## config.mk

```make
export PLATFORM = sky130hd
export DESIGN_NAME = alu_result_stage_flat
export DESIGN_NICKNAME = d
export VERILOG_FILES = /design/src/rtl/alu_result_stage_if.sv /design/src/rtl/alu_result_stage.sv /design/src/flat_wrapper.sv
export SDC_FILE = /design/constraint.sdc
export NUM_CORES = 1
export LEC_CHECK = 0
export CORE_MARGIN = 2
export CORE_UTILIZATION = 30
export DETAILED_ROUTE_END_ITERATION = 16
export GPL_TIMING_DRIVEN = 0
export HOLD_SLACK_MARGIN = 0.15
export PLACE_DENSITY = 0.62
export SYNTH_ARGS = -nofsm -noshare
export SYNTH_HDL_FRONTEND = slang
export SYNTH_SLANG_ARGS = --single-unit
```

## constraint.sdc

```tcl
create_clock -name clk -period 2.6 [get_ports clk]
set_input_delay 0.39 -clock clk [delete_from_list [all_inputs] [get_ports clk]]
set_output_delay 0.39 -clock clk [all_outputs]
set_load 0.02 [all_outputs]
```

## src/rtl/alu_result_stage_if.sv

```systemverilog
// -----------------------------------------------------------------------------
// alu_result_stage_if
//
// Purpose
//   Bundles the producer-side and consumer-side handshake signals of the ALU
//   result stage so that the stage and its environment connect with one port.
//
// Signals
//   in_data   [WIDTH-1:0]  logic-unit result offered by the producer
//   in_valid               producer has a result this cycle
//   in_ready               stage can accept a result this cycle
//   out_data  [WIDTH-1:0]  oldest buffered result
//   out_zero               zero flag of out_data
//   out_neg                sign flag of out_data
//   out_parity             even parity of out_data (ALU_RESULT_PARITY_EN only)
//   out_valid              out_data and flags are valid
//   out_ready              consumer takes out_data this cycle
//   xfer_cnt  [15:0]       completed output transfers, wraps at 16 bits
//
// Handshake (both sides): a transfer happens on a rising clk edge where
// valid && ready are both 1. The offering side keeps valid and its payload
// stable until that edge; ready never depends combinationally on valid.
//
// Modports
//   master : the environment (drives in_*, out_ready)
//   slave  : the result stage (drives in_ready, out_*, xfer_cnt)
//
// Optional feature macro: ALU_RESULT_PARITY_EN
// -----------------------------------------------------------------------------
interface alu_result_stage_if #(
  parameter int WIDTH = 8
);

  logic [WIDTH-1:0] in_data;
  logic             in_valid;
  logic             in_ready;
  logic [WIDTH-1:0] out_data;
  logic             out_zero;
  logic             out_neg;
  logic             out_valid;
  logic             out_ready;
  logic [15:0]      xfer_cnt;
`ifdef ALU_RESULT_PARITY_EN
  logic             out_parity;

  modport master (
    output in_data,
    output in_valid,
    input  in_ready,
    input  out_data,
    input  out_zero,
    input  out_neg,
    input  out_parity,
    input  out_valid,
    output out_ready,
    input  xfer_cnt
  );

  modport slave (
    input  in_data,
    input  in_valid,
    output in_ready,
    output out_data,
    output out_zero,
    output out_neg,
    output out_parity,
    output out_valid,
    input  out_ready,
    output xfer_cnt
  );
`else
  modport master (
    output in_data,
    output in_valid,
    input  in_ready,
    input  out_data,
    input  out_zero,
    input  out_neg,
    input  out_valid,
    output out_ready,
    input  xfer_cnt
  );

  modport slave (
    input  in_data,
    input  in_valid,
    output in_ready,
    output out_data,
    output out_zero,
    output out_neg,
    output out_valid,
    input  out_ready,
    output xfer_cnt
  );
`endif

endinterface : alu_result_stage_if

```

## src/rtl/alu_result_stage.sv

```systemverilog
// -----------------------------------------------------------------------------
// alu_result_stage
//
// Purpose
//   Two-entry in-order buffer sitting after the logic unit. Each accepted
//   result is stored together with its zero and sign flags (and optionally
//   its parity), computed once at push time, and presented to the consumer
//   in strict FIFO order with one cycle of latency.
//
// Ports
//   clk        rising-edge clock
//   rst_n      asynchronous active-low reset; empties the buffer and clears
//              every output and the transfer counter immediately
//   bus        alu_result_stage_if.slave (in_data/in_valid/in_ready,
//              out_data/out_zero/out_neg/[out_parity]/out_valid/out_ready,
//              xfer_cnt)
//   dbg_state  current FSM state: 0 = EMPTY, 1 = ONE, 2 = FULL
//
// Handshake: push = in_valid && in_ready, pop = out_valid && out_ready, both
// taking effect on the rising clk edge. in_ready and out_valid are decoded
// from the registered state only, so neither has a combinational path from
// the opposite side of the buffer.
//
// Optional feature macro: ALU_RESULT_PARITY_EN adds out_parity, the XOR
// reduction of out_data, stored with each entry.
// -----------------------------------------------------------------------------
module alu_result_stage #(
  parameter int WIDTH = 8
) (
  input  logic                  clk,
  input  logic                  rst_n,
  alu_result_stage_if.slave     bus,
  output logic [1:0]            dbg_state
);

  localparam logic [1:0] ST_EMPTY = 2'd0;
  localparam logic [1:0] ST_ONE   = 2'd1;
  localparam logic [1:0] ST_FULL  = 2'd2;

  // Entry layout: [WIDTH-1:0] data, [WIDTH] zero, [WIDTH+1] neg,
  // [WIDTH+2] parity when the parity feature is built in.
  localparam int ZERO_BIT = WIDTH;
  localparam int NEG_BIT  = WIDTH + 1;
`ifdef ALU_RESULT_PARITY_EN
  localparam int PAR_BIT  = WIDTH + 2;
  localparam int EW       = WIDTH + 3;
`else
  localparam int EW       = WIDTH + 2;
`endif

  logic [1:0]    state_q, state_d;
  // head holds the oldest entry and drives the outputs directly; tail holds
  // the second entry only while the buffer is FULL.
  logic [EW-1:0] head_q, head_d;
  logic [EW-1:0] tail_q, tail_d;
  logic [15:0]   xfer_cnt_q, xfer_cnt_d;

  logic [EW-1:0] new_entry;
  logic          in_ready;
  logic          out_valid;
  logic          push;
  logic          pop;

  // Ready/valid come from state alone.
  always_comb begin
    in_ready  = (state_q == ST_EMPTY) || (state_q == ST_ONE);
    out_valid = (state_q == ST_ONE)   || (state_q == ST_FULL);
    push      = bus.in_valid && in_ready;
    pop       = out_valid && bus.out_ready;
  end

  // Flags are derived once here and travel with the data.
  always_comb begin
    new_entry                = '0;
    new_entry[WIDTH-1:0]     = bus.in_data;
    new_entry[ZERO_BIT]      = (bus.in_data == '0);
    new_entry[NEG_BIT]       = bus.in_data[WIDTH-1];
`ifdef ALU_RESULT_PARITY_EN
    new_entry[PAR_BIT]       = ^bus.in_data;
`endif
  end

  always_comb begin
    state_d    = state_q;
    head_d     = head_q;
    tail_d     = tail_q;
    xfer_cnt_d = xfer_cnt_q;

    // 16-bit counter wraps naturally from 0xFFFF to 0x0000.
    if (pop) begin
      xfer_cnt_d = xfer_cnt_q + 16'd1;
    end

    case (state_q)
      ST_EMPTY: begin
        // Head keeps its stale contents while empty; only a push replaces it.
        if (push) begin
          head_d  = new_entry;
          state_d = ST_ONE;
        end
      end
      ST_ONE: begin
        case ({push, pop})
          2'b10: begin
            tail_d  = new_entry;
            state_d = ST_FULL;
          end
          2'b01: begin
            state_d = ST_EMPTY;
          end
          2'b11: begin
            // Old head leaves on this edge, new result becomes head.
            head_d  = new_entry;
          end
          default: begin
          end
        endcase
      end
      ST_FULL: begin
        // in_ready is low here, so only a pop can move the buffer.
        if (pop) begin
          head_d  = tail_q;
          state_d = ST_ONE;
        end
      end
      default: begin
        // Unreachable encoding: recover to a clean empty buffer.
        state_d = ST_EMPTY;
      end
    endcase
  end

  always_ff @(posedge clk or negedge rst_n) begin
    if (!rst_n) begin
      state_q    <= ST_EMPTY;
      head_q     <= '0;
      tail_q     <= '0;
      xfer_cnt_q <= '0;
    end else begin
      state_q    <= state_d;
      head_q     <= head_d;
      tail_q     <= tail_d;
      xfer_cnt_q <= xfer_cnt_d;
    end
  end

  assign bus.in_ready   = in_ready;
  assign bus.out_valid  = out_valid;
  assign bus.out_data   = head_q[WIDTH-1:0];
  assign bus.out_zero   = head_q[ZERO_BIT];
  assign bus.out_neg    = head_q[NEG_BIT];
`ifdef ALU_RESULT_PARITY_EN
  assign bus.out_parity = head_q[PAR_BIT];
`endif
  assign bus.xfer_cnt   = xfer_cnt_q;
  assign dbg_state      = state_q;

endmodule : alu_result_stage

```

## src/flat_wrapper.sv

```systemverilog
// flat-port wrapper written by rule: the top's interface ports become plain ports
module alu_result_stage_flat 
#(
  parameter int WIDTH = 8
)
  (clk, rst_n, dbg_state, bus_in_data, bus_in_valid, bus_in_ready, bus_out_data, bus_out_zero, bus_out_neg, bus_out_valid, bus_out_ready, bus_xfer_cnt);
  alu_result_stage_if #(.WIDTH(WIDTH)) bus_i ();
  input  logic clk;
  input  logic rst_n;
  output logic [1:0] dbg_state;
  input wire logic [$bits(bus_i.in_data)-1:0] bus_in_data;
  input wire logic [$bits(bus_i.in_valid)-1:0] bus_in_valid;
  output wire logic [$bits(bus_i.in_ready)-1:0] bus_in_ready;
  output wire logic [$bits(bus_i.out_data)-1:0] bus_out_data;
  output wire logic [$bits(bus_i.out_zero)-1:0] bus_out_zero;
  output wire logic [$bits(bus_i.out_neg)-1:0] bus_out_neg;
  output wire logic [$bits(bus_i.out_valid)-1:0] bus_out_valid;
  input wire logic [$bits(bus_i.out_ready)-1:0] bus_out_ready;
  output wire logic [$bits(bus_i.xfer_cnt)-1:0] bus_xfer_cnt;
  assign bus_i.in_data = bus_in_data;
  assign bus_i.in_valid = bus_in_valid;
  assign bus_in_ready = bus_i.in_ready;
  assign bus_out_data = bus_i.out_data;
  assign bus_out_zero = bus_i.out_zero;
  assign bus_out_neg = bus_i.out_neg;
  assign bus_out_valid = bus_i.out_valid;
  assign bus_i.out_ready = bus_out_ready;
  assign bus_xfer_cnt = bus_i.xfer_cnt;
  alu_result_stage #(.WIDTH(WIDTH)) u_core (.clk(clk), .rst_n(rst_n), .bus(bus_i), .dbg_state(dbg_state));
endmodule
```

==> impl_metrics.env, run 1 <==
export IMPL_firstDrtPassIters=4
export IMPL_drv_cap=0
export IMPL_synthMuxAreaShare_pct=18.3
export IMPL_synth_ff_type="dfrtp_1"
export IMPL_synth_compound_area_share_pct=1.61
export IMPL_drtIter0Drc=38
export IMPL_start_util_pct=31.1
export IMPL_drt_wirelength_per_cell_um=13.1
export IMPL_path_max_fanout=10
export IMPL_syn2layout_area_growth_pct=34.2
export IMPL_register_area_um2=901
export IMPL_via_count=1183
export IMPL_coreArea_mm2=0.00551
export IMPL_slew_headroom_pct=46.0
export IMPL_rr_startpoint="u_core.dbg_state[0]$_DFFE_PN0P_"
export IMPL_rows=27
export IMPL_finalWirelength_um=3350
export IMPL_die_h_um=79.6
export IMPL_crit_start="u_core.dbg_state[0]$_DFFE_PN0P_"
export IMPL_hold_viol=0
export IMPL_synth_area_mm2=0.00171
export IMPL_synth_top_area_share_pct=52.6
export IMPL_critPathRequiredTime_ps=2770
export IMPL_grt_ovfl_total=0
export IMPL_grt_pass1_wl_um=5530
export IMPL_slowest_delay_ps=400
export IMPL_syn_inst=135
export IMPL_yosysMostFrequentCell="dfrtp_1"
export IMPL_grt_setup_unrepaired="false"
export IMPL_post_cts_resized=0
export IMPL_cp_cell_sequence="inv_1 -> ha_1 -> nand2_1 -> inv_2 -> ha_1 -> nor2b_1 -> nor3_4 -> mux2_2"
export IMPL_hold_class="input port to async pin"
export IMPL_antenna_cells=0
export IMPL_numCtsBuffers=5
export IMPL_clock_path_buffers=2
export IMPL_synth_xor_xnor_area_share_pct=7.67
export IMPL_yosys_warnings=0
export IMPL_worstSetupPathType="register to register"
export IMPL_nets=203
export IMPL_rrSetupSlack_ps=340
export IMPL_cpMaxStageDelayCell="dfrtp_1"
export IMPL_synth_adder_area_share_pct=5.84
export IMPL_outcome="complete, no violations"
export IMPL_die_area_mm2=0.00633
export IMPL_critPathArrivalTime_ps=2430
export IMPL_yosys_top_cells_area="dfrtp_1, mux2_2, xnor2_1"
export IMPL_ant_nets=0
export IMPL_clkTransAtPathRegs_ps=70
export IMPL_cts_sinks=36
export IMPL_cts_root_buffer="clkbuf_8"
export IMPL_antenna_found_initial=0
export IMPL_final_cells=256
export IMPL_num_fill_cells=524
export IMPL_post_synth_and_or_nand_nor_area_fraction_pct=12.0
export IMPL_synth_top_family_by_area="multiplexers"
export IMPL_worst_pin_slew_ps=810
export IMPL_path_common_cell="ha_1"
export IMPL_pwr_density_cell_mw_per_mm2=1090
export IMPL_ir_drop_mv=0.637
export IMPL_io_buffers=41
export IMPL_grt_total_usage_pct=11.4
export IMPL_fin_skew_ps=5.39
export IMPL_crit_end="u_core.head_q[2]$_DFFE_PN0P_"
export IMPL_grt_max_degree=37
export IMPL_rr_worst_depth=8
export IMPL_post_route_period_util_pct=87.0
export IMPL_dp_cells=248
export IMPL_leakagePower_uw=0.000972
export IMPL_ys_top_cells_by_count="dfrtp_1, mux2_2, xnor2_1"
export IMPL_yosysUniqueCellTypes=25
export IMPL_die_x_um=79.6
export IMPL_globalplace_congestion=0.723
export IMPL_tritoncts="built"
export IMPL_fmax_ghz=0.442
export IMPL_synthArstFlopShare_pct=100
export IMPL_end_kind="register"
export IMPL_period_needed_ps=2260
export IMPL_clock_latency_ps=290
export IMPL_cts_hold_buf=0
export IMPL_hpwlAfterDp_um=2360
export IMPL_drc_errors=0
export IMPL_r2r_end="u_core.head_q[2]$_DFFE_PN0P_"
export IMPL_syn_nets=155
export IMPL_synth_edf_count=0
export IMPL_drive_above_1_share_pct=21.7
export IMPL_synth_seq_cells=36
export IMPL_synth_avg_cell_area_um2=12.7
export IMPL_cts_setup_buffers=0
export IMPL_io_pins=42
export IMPL_ctsHtreeMaxLevel=2
export IMPL_cp_start_kind="register"
export IMPL_via_per_inst=4.62
export IMPL_finalSetupViolations=0
export IMPL_ys_seq_area_share_pct=52.6
export IMPL_report_final_slew_viol_count=0
export IMPL_multi_input_area_um2=777
export IMPL_fin_setup_tns_ps=0
export IMPL_synth_top_area_cell="dfrtp_1"
export IMPL_grt_pass1_vias=1139
## critical path: cells and delay by family, from the launching register on
family                   cells  cell delay [ps]
AND/OR/NAND/NOR              3              570
adder cells (fa/ha/maj)      2              510
flip-flops                   1              400
multiplexers                 1              390
buffers and inverters        2              280
## how the worst min path moves through the flow
| stage | to | startpoint | slack (ps) |
|---|---|---|---|
| detailed placement | u_core.bus.xfer_cnt[15]$_DFFE_PN0P_ | u_core.bus.xfer_cnt[15]$_DFFE_PN0P_ | 470 |
| global route | u_core.head_q[2]$_DFFE_PN0P_ | rst_n | 250 |
| floorplan | u_core.bus.xfer_cnt[0]$_DFFE_PN0P_ | rst_n | 90 |
| CTS | u_core.head_q[2]$_DFFE_PN0P_ | rst_n | 210 |
| global placement | u_core.tail_q[8]$_DFFE_PN0P_ | u_core.tail_q[8]$_DFFE_PN0P_ | 460 |
| finish | u_core.tail_q[7]$_DFFE_PN0P_ | rst_n | 190 |
## sequential cells by signal (all words and copies together) (netlist names)
name	count
u_core.bus.xfer_cnt	16
u_core.dbg_state	2
u_core.head_q	9
u_core.tail_q	9
## cell type report
cell class | count | area share, %
flip-flops and latches | 36 | 39.2
clock buffers | 8 | 3.92
inverters | 6 | 0.980
well taps | 72 | 3.92
repair buffers | 41 | 17.6
multi-input cells | 91 | 33.8
plain buffers | 2 | 0.544
## routing by layer
metal	track usage [%]	routed length, um	up-vias
met2	16.3	1450	35
met4	4.14	47	0
li1	-	-	572
met5	0	0	-
met1	15.6	1620	570
met3	4.41	237	6
## cell families (layout without fill, tap and decap cells)
logic type,Yosys count,count (layout)
flops,36,36
simple gates,36,36
mux,28,28
xor+xnor,15,15
fa+ha+maj,8,8
buf+inv,8,57
compound gates,4,4
## power by group
group	internal, uW	switching [uW]
clock network	216	192
registers	751	131
logic	643	567
total	1610	891
## cells in the final DEF (no fill, tap or decap)
cell type and instances:
nor4_1 2, buf_4 1, mux2_2 26, or2_2 1
o22ai_2 1, ha_1 8, nor2b_1 1, nand4_1 6
clkbuf_1 2, nand3_1 6, and3_1 2, nor2_1 3
buf_2 2, nor3_4 1, dfrtp_1 36, inv_2 1
inv_1 5, and4_1 2, mux2i_1 2, xor2_1 1
clkbuf_8 6, or3b_2 1, clkdlybuf4s50_1 40, xnor2_1 14
o21ai_0 2, and2_1 2, a21oi_1 1, nand2_1 9
## metrics by stage
step	utilization, %	power (uW)	cell area (um^2)	hold WS, ps	setup WS [ps]
final	41.7	2500	2300	190	339
after global routing	41.7	2680	2300	254	138
after CTS	41.7	2540	2300	215	303
after detailed placement	40.1	2120	2210	470	172
after global placement	40.2	2110	2210	464	157
after floorplan	-	1660	1710	94.4	332
(Power assumes the default switching activity.)
==> inputs of run 2 (changes only) <==
--- a/config.mk
+++ b/config.mk
@@ -5,6 +5,7 @@
 export SDC_FILE = /design/constraint.sdc
 export NUM_CORES = 1
 export LEC_CHECK = 0
+export ABC_AREA = 0
 export CORE_MARGIN = 2
 export CORE_UTILIZATION = 30
 export DETAILED_ROUTE_END_ITERATION = 16
==> constraint.sdc (replaced) <==
create_clock -name clk -period 2.85 [get_ports clk]
set_input_delay 0.4275 -clock clk [delete_from_list [all_inputs] [get_ports clk]]
set_output_delay 0.4275 -clock clk [all_outputs]
set_load 0.02 [all_outputs]
==> results of run 2 <==
Same layout as run 1 (identical final DEF). Status: complete, no violations.
Main changes from that run: setup slack after placement 172 ps -> 385 ps; setup slack after layout 339 ps -> 584 ps; hold slack 190 ps -> 228 ps; end point of the critical path u_core.head_q[2]$_DFFE_PN0P_ -> bus_in_ready; register-to-register setup slack 340 ps -> 590 ps; total power 2500 uW -> 2280 uW; worst IR drop on VDD 0.637 mV -> 0.581 mV
